## src/rtl/gray_step_decoder.sv

```systemverilog
// Receive-side decoder for the 3-bit Gray position code: decodes each sample to an index,
// classifies the transition, and tracks a wrapping position plus a saturating error count.
module gray_step_decoder #(
  parameter int POS_W  = 8,
  parameter int ERRC_W = 4
) (
  input  logic              clk,
  input  logic              rst,
  input  logic              g_valid,
  input  logic [2:0]        g_in,
  input  logic              clr_err,
  output logic [2:0]        bin_out,
  output logic              bin_vld,
  output logic              step_up,
  output logic              step_dn,
  output logic              err,
  output logic [POS_W-1:0]  pos,
  output logic [ERRC_W-1:0] err_cnt
);

  typedef enum logic [1:0] {SYNC, TRACK, ERR} state_t;

  localparam logic signed [POS_W-1:0] POS_ONE  = {{(POS_W-1){1'b0}}, 1'b1};
  localparam logic signed [POS_W-1:0] POS_MONE = {POS_W{1'b1}};

  // Source sequence is 000,010,011,001,101,111,110,100 -- not the reflected binary code.
  function automatic logic [2:0] gray_to_idx(input logic [2:0] g);
    logic [2:0] r;
    case (g)
      3'b000:  r = 3'd0;
      3'b010:  r = 3'd1;
      3'b011:  r = 3'd2;
      3'b001:  r = 3'd3;
      3'b101:  r = 3'd4;
      3'b111:  r = 3'd5;
      3'b110:  r = 3'd6;
      default: r = 3'd7;
    endcase
    return r;
  endfunction

  function automatic logic [ERRC_W-1:0] sat_inc(input logic [ERRC_W-1:0] c);
    return (c == {ERRC_W{1'b1}}) ? c : c + ERRC_W'(1);
  endfunction

  function automatic logic signed [POS_W-1:0] pos_step(input logic signed [POS_W-1:0] p,
                                                        input logic up);
    return up ? p + POS_ONE : p + POS_MONE;
  endfunction

  state_t                    state_q, state_d;
  logic [2:0]                prev_q, prev_d;
  logic [2:0]                bin_out_q, bin_out_d;
  logic                      bin_vld_q, bin_vld_d;
  logic                      step_up_q, step_up_d;
  logic                      step_dn_q, step_dn_d;
  logic                      err_q, err_d;
  logic signed [POS_W-1:0]   pos_q, pos_d;
  logic [ERRC_W-1:0]         err_cnt_q, err_cnt_d;
  logic [2:0]                idx;
  logic [2:0]                delta;

  assign idx   = gray_to_idx(g_in);
  assign delta = idx - prev_q;

  always_comb begin
    state_d   = state_q;
    prev_d    = prev_q;
    bin_out_d = bin_out_q;
    bin_vld_d = 1'b0;
    step_up_d = 1'b0;
    step_dn_d = 1'b0;
    err_d     = err_q;
    pos_d     = pos_q;
    err_cnt_d = err_cnt_q;

    if (g_valid) begin
      prev_d    = idx;
      bin_out_d = idx;
      bin_vld_d = 1'b1;
    end

    case (state_q)
      SYNC: begin
        if (g_valid) state_d = TRACK;
      end
      TRACK: begin
        if (g_valid) begin
          case (delta)
            3'd0: ;
            3'd1: begin
              step_up_d = 1'b1;
              pos_d     = pos_step(pos_q, 1'b1);
            end
            3'd7: begin
              step_dn_d = 1'b1;
              pos_d     = pos_step(pos_q, 1'b0);
            end
            default: begin
              err_d     = 1'b1;
              err_cnt_d = sat_inc(err_cnt_q);
              state_d   = ERR;
            end
          endcase
        end
      end
      ERR: begin
        // A simultaneous sample still updates bin_out/prev, but the next one reseeds.
        if (clr_err) begin
          err_d   = 1'b0;
          state_d = SYNC;
        end
      end
      default: state_d = SYNC;
    endcase
  end

  always_ff @(posedge clk) begin
    if (rst) begin
      state_q   <= SYNC;
      prev_q    <= '0;
      bin_out_q <= '0;
      bin_vld_q <= 1'b0;
      step_up_q <= 1'b0;
      step_dn_q <= 1'b0;
      err_q     <= 1'b0;
      pos_q     <= '0;
      err_cnt_q <= '0;
    end else begin
      state_q   <= state_d;
      prev_q    <= prev_d;
      bin_out_q <= bin_out_d;
      bin_vld_q <= bin_vld_d;
      step_up_q <= step_up_d;
      step_dn_q <= step_dn_d;
      err_q     <= err_d;
      pos_q     <= pos_d;
      err_cnt_q <= err_cnt_d;
    end
  end

  assign bin_out = bin_out_q;
  assign bin_vld = bin_vld_q;
  assign step_up = step_up_q;
  assign step_dn = step_dn_q;
  assign err     = err_q;
  assign pos     = pos_q;
  assign err_cnt = err_cnt_q;

endmodule

```

## config.mk

```make
export PLATFORM = sky130hd
export DESIGN_NAME = gray_step_decoder
export DESIGN_NICKNAME = d
export VERILOG_FILES = /design/src/rtl/gray_step_decoder.sv
export SDC_FILE = /design/constraint.sdc
export NUM_CORES = 1
export LEC_CHECK = 0
export BUFFER_PORTS_ARGS = -buffer_cell sky130_fd_sc_hd__buf_2
export CAP_MARGIN = 10
export CORE_UTILIZATION = 53
export CTS_CLUSTER_SIZE = 24
export DETAILED_ROUTE_END_ITERATION = 8
export PLACE_DENSITY = 0.87
export SETUP_SLACK_MARGIN = 0.02
export SYNTH_ARGS = -nofsm -noshare
export SYNTH_HDL_FRONTEND = slang
export SYNTH_SLANG_ARGS = --single-unit
```

## constraint.sdc

```tcl
create_clock -name clk -period 5.05 [get_ports clk]
set_input_delay 1.01 -clock clk [delete_from_list [all_inputs] [get_ports clk]]
set_output_delay 1.01 -clock clk [all_outputs]
set_load 0.05 [all_outputs]
```

## Word level (Yosys, flattened, before mapping)

Cells that the tools add are included.

| storage, ports and cells | value |
|---|---|
| word-level logic and storage cells | 56 |
| flip-flop bits (word level) | 21 |
| output and inout port bits | 19 |
| input bits | 7 |

| operators by class | value |
|---|---|
| multiplexer cells | 14 |
| reduce and logical (&&, ||, !) cells | 11 |
| equal/unequal tests | 15 |
| add/subtract/negate cells | 4 |
| bitwise logic cells | 4 |

Operators with widths:

| kind | count |
|---|---|
| one-hot mux 3 bit (7 select lines) | 1 |
| one-hot mux 8 bit (2 select lines) | 1 |
| == test 3 bit, second input constant | 4 |
| AND reduction 4 bit | 3 |
| adder 8 x 1 -> 8 bit, second input constant | 1 |
| adder 8 x 2 -> 8 bit, second input constant | 1 |
| 2-to-1 mux 2 bit | 4 |
| inequality test 2 bit, second input constant | 4 |
| == test 3 x 1 -> 1 bit, second input constant | 2 |
| == test 3 x 2 -> 1 bit, second input constant | 2 |
| zero test 3 bit | 2 |
| 2-to-1 mux 1 bit | 6 |
| one-hot mux 2 bit (3 select lines) | 1 |
| OR reduction 3 bit | 2 |
| adder 4 x 1 -> 4 bit, second input constant | 1 |
| == test 4 bit, second input constant | 1 |
| NOT 1 bit | 4 |
| nonzero test 2 bit | 2 |
| AND reduction 3 bit | 1 |
| subtractor 3 bit | 1 |
| == test 2 x 1 -> 1 bit, second input constant | 1 |
| == test 2 bit, second input constant | 1 |
| zero test 2 bit | 1 |
| one-hot mux 1 bit (2 select lines) | 1 |

## Depth between registers and ports, before layout

Gate-level depths: netlist of run 1.

| logic depth | value |
|---|---|
| depth after elaboration | 8 |
| gate-level depth with buffers | 14 |
| gate-level depth less buffers | 14 |

## Least setup slack after synthesis of run 1

Ideal clock, no wire load.

| timing path | value |
|---|---|
| kind | input-to-reg |
| start | input g_in[2] |
| end | register pos_q[7], in the netlist pos[7] |
| setup slack | 1,103 ps |
| arrival time | 3,827 ps |
| required time | 4,929 ps |
| buffers on the path | 0 |
| stages | 14 |
| cell sequence | xor2_1 xnor2_1 ha_1 inv_1 fa_1 xnor3_2 nand3b_1 inv_1 ha_1 a21oi_1 o21ai_0 a21oi_1 mux2i_1 mux2_2 |

| between the ends | value |
|---|---|
| longest elaborated chain between the ends | 6 |
| elaborated cells between the ends (all ways) | 14 |

RTL lines:

| item | RTL line | text |
|---|---|---|
| start: declaration | 10 | `input logic [2:0] g_in,` |
| == test 3 bit (tied with other cells) | 29 | `case (g)` |
| one-hot mux 3 bit (7 select lines) (*) | 29 |  |
| subtractor 3 bit (*) | 64 | `assign delta = idx - prev_q;` |
| == test 3 bit / == test 3 x 1 -> 1 bit (equally long branches) | 89 | `case (delta)` |
| nonzero test 2 bit (no source line) | - |  |
| AND reduction 3 bit (no source line) | - |  |
| end signal: assignment | 137 | `pos_q <= pos_d;` |
| end: declaration | 58 | `logic signed [POS_W-1:0] pos_q, pos_d;` |

Every way passes the cells marked *; elsewhere a longest branch is shown, timed or not.
A chain may end at the register's enable or synchronous reset.

## Final worst setup path of run 1

| timing path | value |
|---|---|
| start | input g_in[2] |
| end | register pos_q[7], in the netlist pos[7] |

| between the ends | value |
|---|---|
| longest elaborated chain between the ends | 6 |
| elaborated cells between the ends (all ways) | 14 |

RTL lines:

| item | RTL line | text |
|---|---|---|
| == test 3 bit (tied with other cells) | 29 |  |
| one-hot mux 3 bit (7 select lines) (*) | 29 |  |
| net idx[1] | 60 | `logic [2:0] idx;` |
| subtractor 3 bit (*) | 64 |  |
| == test 3 bit / == test 3 x 1 -> 1 bit (equally long branches) | 89 |  |
| nonzero test 2 bit (no source line) | - |  |
| AND reduction 3 bit (no source line) | - |  |

Mark *: on every way through the listed nets, which the timed path passes. The rest lies on a longest branch.

==> results.yml, run 1 <==
status:
  status: "finished clean"
sta:
  slew_headroom_pct: 67.4
  maxSlewViolCount: 0
  finalHoldViolCount: 0
  rsz0062_at_grt: "false"
  finalSetupViolations: 0
  post-route-period-util_pct: 81.8
  tightest_slew_ns: 0.475
  finalSetupTns_ns: 0
  finClkSkew_ns: 0.00318
  fmax_mhz: 242
  min_period_ns: 4.13
global_routing:
  antenna_found_initial: 0
  gr-total-overflow: 0
  grt_max_degree: 23
  grt_pass1_vias: 906
  grt_pass1_wl_um: 3810
  grt_use_total_pct: 19.9
clocking:
  clkTransAtPathRegs_ns: 0.12
  clockBufferDepth: 2
  postCtsHoldBufs: 0
  post_cts_resized: 0
  numCtsBuffers: 3
  cts_sinks: 21
  htreeDepth: 1
  cts_tree: "built"
  cts_root_buf: "clkbuf_4"
  clk_latency_ns: 0.30
  cts_setup_buffers: 0
detailed_routing:
  first_pass_iters: 4
  vias: 1001
  drt_iter0_drc: 16
  vias_per_cell: 5.30
  ant_nets: 0
  drc_errors: 0
  routedWlPerCell_um: 11.9
  drt-total-wl_um: 2260
setup_path:
  critPathMaxFanout: 6
  setup.worst_path.class: "in2reg"
  cp-end-kind: "flip-flop"
  startpoint_type: "input port"
  crit_arrival_ns: 4.33
  critPathRequiredTime_ns: 5.25
yosys:
  post_synth.cell_area_avg_um2: 8.90
  synthTopCellsByArea: "dfxtp_1, ha_1, mux2i_1"
  ys_async_sr_fraction_pct: 0
  ys_warn_count: 0
  synth.most_common_cell: "dfxtp_1"
  yosysTopAreaCellShare_pct: 34.7
  syn-num-nets: 153
  synth_area_um2: 1210
  ys_top_cells_by_count: "dfxtp_1, nor2_1, inv_1"
  synth_ff_type: "dfxtp_1"
  ys_seq_area_share_pct: 34.7
  ys_types: 31
  syn_inst: 136
  ys_ff_latch: 21
  synth_edf_count: 0
  yosys.area.top_type: "dfxtp_1"
placement:
  place.port_buffers: 25
  gp_congestion: 0.873
  dpl.hpwl_um: 1770
floorplanning:
  dieHeight_um: 49.8
  initial_core_util_pct: 58.7
  fp-row-count: 16
  core_um2: 2060
  dieArea_um2: 2480
  die_x_um: 49.8
  io_pins: 26
cells_and_area:
  layout.nets: 180
  diodes: 0
  synthToLayoutAreaGrowth_pct: 13.5
  fill_cells: 171
  drive_gt1_share_pct: 22.2
  multi_input_area_um2: 726
  seq_area_um2: 420
power_and_ir_drop:
  leakage_nw: 0.633
  p_per_area_nw_per_um2: 283
  irDropWorstVdd_mv: 0.170
  power_uw: 389
job:
  cap_violations: 0
worst_hold_path:
  min_path_type: "reg2reg"
==> sequential cells by signal (all words and copies together), names as in the netlist <==
signal / cells
step_up: 1
step_dn: 1
pos: 8
err: 1
err_cnt: 4
state_q: 2
bin_out: 3
bin_vld: 1
==> per-layer routing <==
layer,GRT usage [%],up-vias,routed length [µm]
met3,3.40,4,92
met5,0,-,0
met4,7.62,0,27
met1,23.7,460,1030
met2,35.4,22,1110
li1,-,515,-
==> worst max-delay path, stage by stage <==
cell	delay, ns
buf_2	0.13
xor2_1	0.34
xnor2_1	0.19
ha_1	0.18
inv_1	0.05
fa_1	0.36
xnor3_2	0.30
nand3b_1	0.16
inv_1	0.21
ha_1	0.31
a21oi_1	0.18
nand2_1	0.14
a21oi_1	0.19
mux2i_1	0.22
mux2_2	0.35
==> per-stage QoR <==
| stage | cells | util [%] | area [µm²] | hold slack (ns) | setup slack, ns |
|---|---|---|---|---|---|
| 3_3_place_gp | 185 | 65.3 | 1350 | 0.440 | 0.823 |
| 6_report | 189 | 66.6 | 1370 | 0.460 | 0.920 |
| 3_5_place_dp | 185 | 65.3 | 1350 | 0.447 | 0.668 |
| 4_1_cts | 189 | 66.6 | 1370 | 0.465 | 0.977 |
| 5_1_grt | 189 | 66.6 | 1370 | 0.497 | 0.648 |
| 2_1_floorplan | 136 | - | 1210 | 0.427 | 1.10 |
==> where the power goes <==
| group | total, mW | leakage, nW | switching (mW) | internal [mW] |
|---|---|---|---|---|
| registers | 0.180 | 0.171 | 0.00644 | 0.174 |
| logic | 0.127 | 0.445 | 0.0820 | 0.0450 |
| clock network | 0.0815 | 0.0177 | 0.0520 | 0.0295 |
| total | 0.389 | 0.633 | 0.140 | 0.248 |
==> worst paths after layout <==
| kind | start | end | slack (ns) | depth (start not counted) |
|---|---|---|---|---|
| setup / recovery | g_in[2] | pos[7] | 0.92 | 15 |
| hold / removal | err | err | 0.46 | 2 |
| setup reg to reg | bin_out[0] | pos[7] | 1.94 | 12 |
| hold reg to reg | err | err | 0.46 | 2 |
==> cell families after synthesis <==
kind of cell	synth area share, %
and+or+nand+nor	20.6
AOI/OAI and AO/OA	10.2
DFF	34.7
buffers and inverters	5.27
xor gates and xnor gates	9.20
muxes	8.38
adders and majority gates	11.6
==> area by class of cell <==
cell class / instances / share of cell area [%]
multi-input cells: 101 / 52.8
flip-flops and latches: 21 / 30.6
repair buffers: 25 / 9.11
inverters: 11 / 3.01
well taps: 27 / 2.46
clock buffers: 3 / 1.64
clock inverters: 1 / 0.364
==> placed cells by master, fill, tap and decap left out, types with 3 or more instances in the layout <==
cell	count
nand3b_1	3
xnor2_1	7
nand3_1	4
a21oi_1	9
buf_2	25
mux2i_1	9
o21ai_0	5
dfxtp_1	21
nand2_1	8
nor2b_1	3
nor3_1	3
ha_1	8
xor2_1	3
inv_1	11
nor2_1	19
clkbuf_4	3
Note: power is estimated with default switching activity, not from simulation.
==> run 2: changes to the inputs <==
- ABC_AREA: not set -> 1
- CORE_UTILIZATION: 53 -> 54
- PLACE_DENSITY: 0.87 -> 0.88
- clock period: 5.05 -> 4.1 ns (I/O delays scaled with it)
==> run 2 against run 1 <==
Sequential power grew 26%. Largest power group unchanged. Non-clock buffer count is the same. Power rose by 32%. Die area up 4.8%. Clock skew grew 0.0026 ns. Global-route usage up 3.1 points. Highest routed layer unchanged. Largest cell class unchanged. Clock-buffer cell count up 1. Worst setup slack lost 0.43 ns. Register-to-register slack worse by 0.67 ns.
==> results.yml, run 2 <==
sta:
  finClkSkew_ns: 0.00575
  timing.final.ws_setup_ns: 0.493
  tightest_slew_ns: 0.386
  post-route-period-util_pct: 88.0
  maxSlewViolCount: 0
  finalSetupViolations: 0
  fmax_mhz: 277
  finalSetupTns_ns: 0
  min_period_ns: 3.61
  slew_headroom_pct: 74.2
  finalHoldViolCount: 0
  rsz0062_at_grt: "false"
job:
  cap_violations: 0
cells_and_area:
  drive_gt1_share_pct: 22.0
  layout_commonest_cell: "nand2_1"
  diodes: 0
  mostFrequentLayoutCells: "nand2_1, inv_1, buf_2"
  layout.nets: 218
  largest_register_ffs: 8
  final_cells: 228
  synthToLayoutAreaGrowth_pct: 12.9
yosys:
  post_synth.cell_area_avg_um2: 7.44
  yosysTopAreaCellShare_pct: 32.5
  ys_types: 31
  ys_async_sr_fraction_pct: 0
  ys_ff_latch: 21
  syn_inst: 174
  synth_edf_count: 0
  synthMuxAreaShare_pct: 0
  synth-adder-area-share_pct: 10.8
  synth.most_common_cell: "nand2_1"
  yosys.area.top_type: "dfxtp_1"
  synth_compound_area_share_pct: 12.9
  synth_area_um2: 1290
  synth_ff_type: "dfxtp_1"
  syn-num-nets: 191
  ys_top_cells_by_count: "nand2_1, inv_1, dfxtp_1"
  synth-simple-area-share_pct: 27.8
  synth_xor_area_share_pct: 6.09
  synth_top_family_by_area: "simple AND/OR/NAND/NOR gates"
  synthTopCellsByArea: "dfxtp_1, nand2_1, inv_1"
  ys_warn_count: 0
  ys_seq_area_share_pct: 32.5
worst_hold_path:
  min_path_cells: 2
  min_from: "err"
  min_path_type: "reg2reg"
setup_path:
  crit_arrival_ns: 3.87
  r2r_start: "bin_out[0]"
  startpoint_type: "input port"
  reg2regPathDepth: 18
  setup.worst_path.class: "in2reg"
  r2r_slack_ns: 1.27
  cp-startpoint: "g_in[2]"
  critPathRequiredTime_ns: 4.36
  cp-end-kind: "flip-flop"
  critPathMaxFanout: 7
clocking:
  clkTransAtPathRegs_ns: 0.11
  post_cts_resized: 0
  cts_sinks: 21
  clk_latency_ns: 0.31
  htreeDepth: 1
  numCtsBuffers: 3
  cts_setup_buffers: 0
  cts_tree: "built"
  postCtsHoldBufs: 0
  cts_root_buf: "clkbuf_4"
  clockBufferDepth: 2
detailed_routing:
  drt_iter0_drc: 17
  drt-total-wl_um: 2580
  vias: 1183
  vias_per_cell: 5.19
  routedWlPerCell_um: 11.3
  first_pass_iters: 4
  drc_errors: 0
  ant_nets: 0
global_routing:
  grt_pass1_vias: 1089
  gr-total-overflow: 0
  grt_use_total_pct: 23.0
  antenna_found_initial: 0
  grt_pass1_wl_um: 4430
  grt_max_degree: 17
power_and_ir_drop:
  p_per_area_nw_per_um2: 351
  irDropWorstVdd_mv: 0.263
  power_uw: 513
  leakage_nw: 0.764
floorplanning:
  core_um2: 2230
  io_pins: 26
  fp-row-count: 17
  dieHeight_um: 51.0
  dieArea_um2: 2600
  die_x_um: 51.0
  initial_core_util_pct: 58.0
placement:
  place.port_buffers: 25
  dpl.hpwl_um: 2020
  gp_congestion: 0.857
  place_inst: 224
  dp_slack_ns: 0.166
status:
  status: "finished clean"
==> run 2: cell types whose count changed after synthesis, moves of 3 or more <==
| cell | delta |
|---|---|
| nand2_1 | +24 |
| inv_1 | +17 |
| nor2_1 | -12 |
| nand3_1 | +10 |
| mux2i_1 | -9 |
| a21oi_1 | +6 |
| nand2_2 | +5 |
| o21ai_0 | +4 |
| xnor2_1 | -4 |
| buf_4 | -3 |
| nor2b_1 | -3 |
| xor2_1 | +3 |
==> run 2: kinds of logic after synthesis <==
family / count (synthesis)
adders and majority gates: 10
AOI/OAI and AO/OA: 30
DFF: 21
buffers and inverters: 32
and+or+nand+nor: 72
xor gates and xnor gates: 9
==> run 2: power breakdown <==
part	switching, mW	total [mW]	internal (mW)
Combinational	0.129	0.186	0.0572
Sequential	0.00943	0.227	0.217
Clock	0.0623	0.100	0.0380
==> run 2: stage by stage <==
stage | util [%] | hold slack [ns] | cell area (µm²)
floorplan | - | 0.507 | 1290
global placement | 64.3 | 0.431 | 1440
detailed placement | 64.3 | 0.442 | 1440
CTS | 65.4 | 0.459 | 1460
global route | 65.4 | 0.483 | 1460
finish | 65.4 | 0.460 | 1460
==> run 2: final cells by class <==
| class | count | area, µm² |
|---|---|---|
| clock buffers | 4 | 26.3 |
| multi-input cells | 121 | 746 |
| inverters | 29 | 109 |
| repair buffers | 25 | 125 |
| well taps | 28 | 35.0 |
| fillers | 206 | 772 |
| flip-flops and latches | 21 | 420 |
==> run 2: worst max-delay path: stages <==
cell and delay, ns:
buf_2 0.13, xor2_1 0.31, xor2_1 0.11, inv_1 0.09
ha_1 0.14, inv_1 0.05, fa_1 0.49, inv_1 0.05
nor2_1 0.17, nand3_2 0.16, inv_1 0.23, ha_1 0.32
nand2_1 0.08, nand2_1 0.06, nand2_1 0.05, and2_0 0.16
nand2_1 0.06, nand2_1 0.09, nand3_1 0.08, nand2_1 0.08
inv_1 0.04, nor2_1 0.08
==> run 2: path summary, 6_finish.rpt <==
path / endpoint
max: pos[7]
min: err
max reg2reg: pos[7]
min reg2reg: err
==> run 2: layer usage <==
layer	part of all wire (%)	global-route usage, %
met4	2.2	15.3
met2	48	38.4
met5	0	0
met1	46	27.0
met3	3.4	3.57
==> run 3: changes to the inputs <==
- ABC_AREA: 1 -> not set
- CORE_UTILIZATION: 54 -> 53
- PLACE_DENSITY: 0.88 -> 0.87
==> run 3 against run 2 <==
Register-to-register slack worse by 0.14 ns. Sequential cell count stayed put. Global-route usage is 0.74 points lower. Clock power hardly changed. Final cell count is 16% lower. Clock skew is 0.0032 ns lower. Non-clock buffer count is 3 higher. Combinational power is 10% lower. Largest power group unchanged. Die area is 4.6% lower. Sequential power is 2% lower. Critical path type unchanged. Maximum frequency is 5.2% lower. Critical endpoint unchanged. Routed wire length is 4.0% lower.
==> results.yml, run 3 (same netlist as run 1, synthesis figures left out) <==
status:
  status: "finished clean"
placement:
  dpl.hpwl_um: 1930
  place.port_buffers: 25
  gp_congestion: 0.880
  post_dp_cell_area_um2: 1370
floorplanning:
  fp-row-count: 16
  initial_core_util_pct: 58.7
  dieArea_um2: 2480
  io_pins: 26
  core_um2: 2060
  die_x_um: 49.8
  dieHeight_um: 49.8
global_routing:
  grt_pass1_vias: 1035
  gr-total-overflow: 0
  grt_pass1_wl_um: 4330
  antenna_found_initial: 0
  grt_use_total_pct: 22.3
  grt_max_degree: 23
worst_hold_path:
  min_path_cells: 1
  hold-path-endpoint: "state_q[0]"
  min_path_type: "reg2reg"
  min_from: "state_q[1]"
clocking:
  postCtsHoldBufs: 0
  clkTransAtPathRegs_ns: 0.12
  cts_tree: "built"
  clockBufferDepth: 2
  cts_sinks: 21
  post_cts_resized: 0
  clk_latency_ns: 0.30
  htreeDepth: 1
  cts_setup_buffers: 0
  cts_root_buf: "clkbuf_4"
  numCtsBuffers: 3
job:
  cap_violations: 0
cells_and_area:
  stdcell_area_um2: 1400
  layout.nets: 183
  mostFrequentLayoutCells: "buf_2, dfxtp_1, nor2_1"
  diodes: 0
  layout_commonest_cell: "buf_2"
  drive_gt1_share_pct: 23.6
  largest_register_ffs: 8
  fill_cells: 162
  synthToLayoutAreaGrowth_pct: 15.4
sta:
  finalHoldViolCount: 0
  post-route-period-util_pct: 92.8
  finalSetupViolations: 0
  min_period_ns: 3.81
  maxSlewViolCount: 0
  rsz0062_at_grt: "false"
  finalSetupTns_ns: 0
  slew_headroom_pct: 70.7
  finClkSkew_ns: 0.00257
  fmax_mhz: 263
  tightest_slew_ns: 0.427
setup_path:
  r2r_start: "bin_out[0]"
  crit_arrival_ns: 4.01
  reg2regPathDepth: 12
  crit_chain: "buf_2, xor2_1, xnor2_1, ha_1, inv_1, fa_1, xnor3_2, nand3b_1, inv_1, ha_1, a21oi_1, o21ai_0, a21oi_1, mux2i_1, mux2_2"
  setup.worst_path.class: "in2reg"
  crit_slowest_cell: "fa_1"
  startpoint_type: "input port"
  slowest_delay_ns: 0.37
  r2r_slack_ns: 1.13
  critPathMaxFanout: 6
  reg2reg_to: "pos[7]"
  cp-end-kind: "flip-flop"
  critPathRequiredTime_ns: 4.30
detailed_routing:
  routedWlPerCell_um: 12.9
  drt_iter0_drc: 16
  vias: 1050
  drt-total-wl_um: 2470
  vias_per_cell: 5.47
  first_pass_iters: 4
  drc_errors: 0
  ant_nets: 0
power_and_ir_drop:
  leakage_nw: 0.647
  p_per_area_nw_per_um2: 350
  irDropWorstVdd_mv: 0.223
  power_uw: 489
[run 3: cell count changes in the layout (fill, tap and decap cells not counted), moves of 4 or more]
cell	change
nand2_1	-24
inv_1	-17
nor2_1	+12
nand3_1	-10
mux2i_1	+9
a21oi_1	-6
nand2_2	-5
o21ai_0	-4
xnor2_1	+4
[run 3: final cells by class]
type | count | area [µm²] | share of cell area (%)
Clock buffer | 3 | 22.5 | 1.61
Clock inverter | 1 | 5.00 | 0.358
Inverter | 11 | 41.3 | 2.96
Multi-Input combinational cell | 101 | 726 | 52.0
Sequential cell | 21 | 420 | 30.1
Tap cell | 27 | 33.8 | 2.42
Timing Repair Buffer | 28 | 148 | 10.6
[run 3: power breakdown]
| group | internal (mW) | leakage (nW) | switching (mW) |
|---|---|---|---|
| logic | 0.0622 | 0.459 | 0.105 |
| clock network | 0.0363 | 0.0177 | 0.0632 |
| registers | 0.214 | 0.171 | 0.00842 |
| total | 0.312 | 0.647 | 0.177 |
[run 3: worst max-delay path by stage]
stage,startpoint,to,slack (ns)
after floorplan,g_in[2],pos[7],0.34
after global routing,g_in[2],pos[7],0.1
final,g_in[2],pos[7],0.29
after CTS,g_in[2],pos[7],0.34
after detailed placement,g_in[2],pos[7],0.02
after global placement,g_in[2],pos[7],0.17
[run 3: through the flow]
stage / instances / hold WS (ns) / util [%] / setup WS, ns
floorplan: 136 / 0.427 / - / 0.343
global placement: 188 / 0.440 / 66.4 / 0.174
detailed placement: 188 / 0.470 / 66.4 / 0.0198
CTS: 192 / 0.488 / 67.7 / 0.343
global route: 192 / 0.511 / 67.7 / 0.0957
finish: 192 / 0.484 / 67.7 / 0.294
[run 3: per-layer routing]
metal  vias up  part of all wire (%)  track usage (%)
met5         -                     0                0
met2        26                    50             41.0
met4         0                   1.0             6.67
li1        520                     -                -
met1       500                    45             26.3
met3         4                   3.8             3.09
[run 3: worst max-delay path, delay by kind of cell]
| kind | cells | cell delay (ns) |
|---|---|---|
| muxes | 2 | 0.57 |
| buffers and inverters | 3 | 0.30 |
| adders and majority gates | 3 | 0.93 |
| AOI/OAI and AO/OA | 3 | 0.45 |
| xor gates and xnor gates | 3 | 0.81 |
| and+or+nand+nor | 1 | 0.12 |
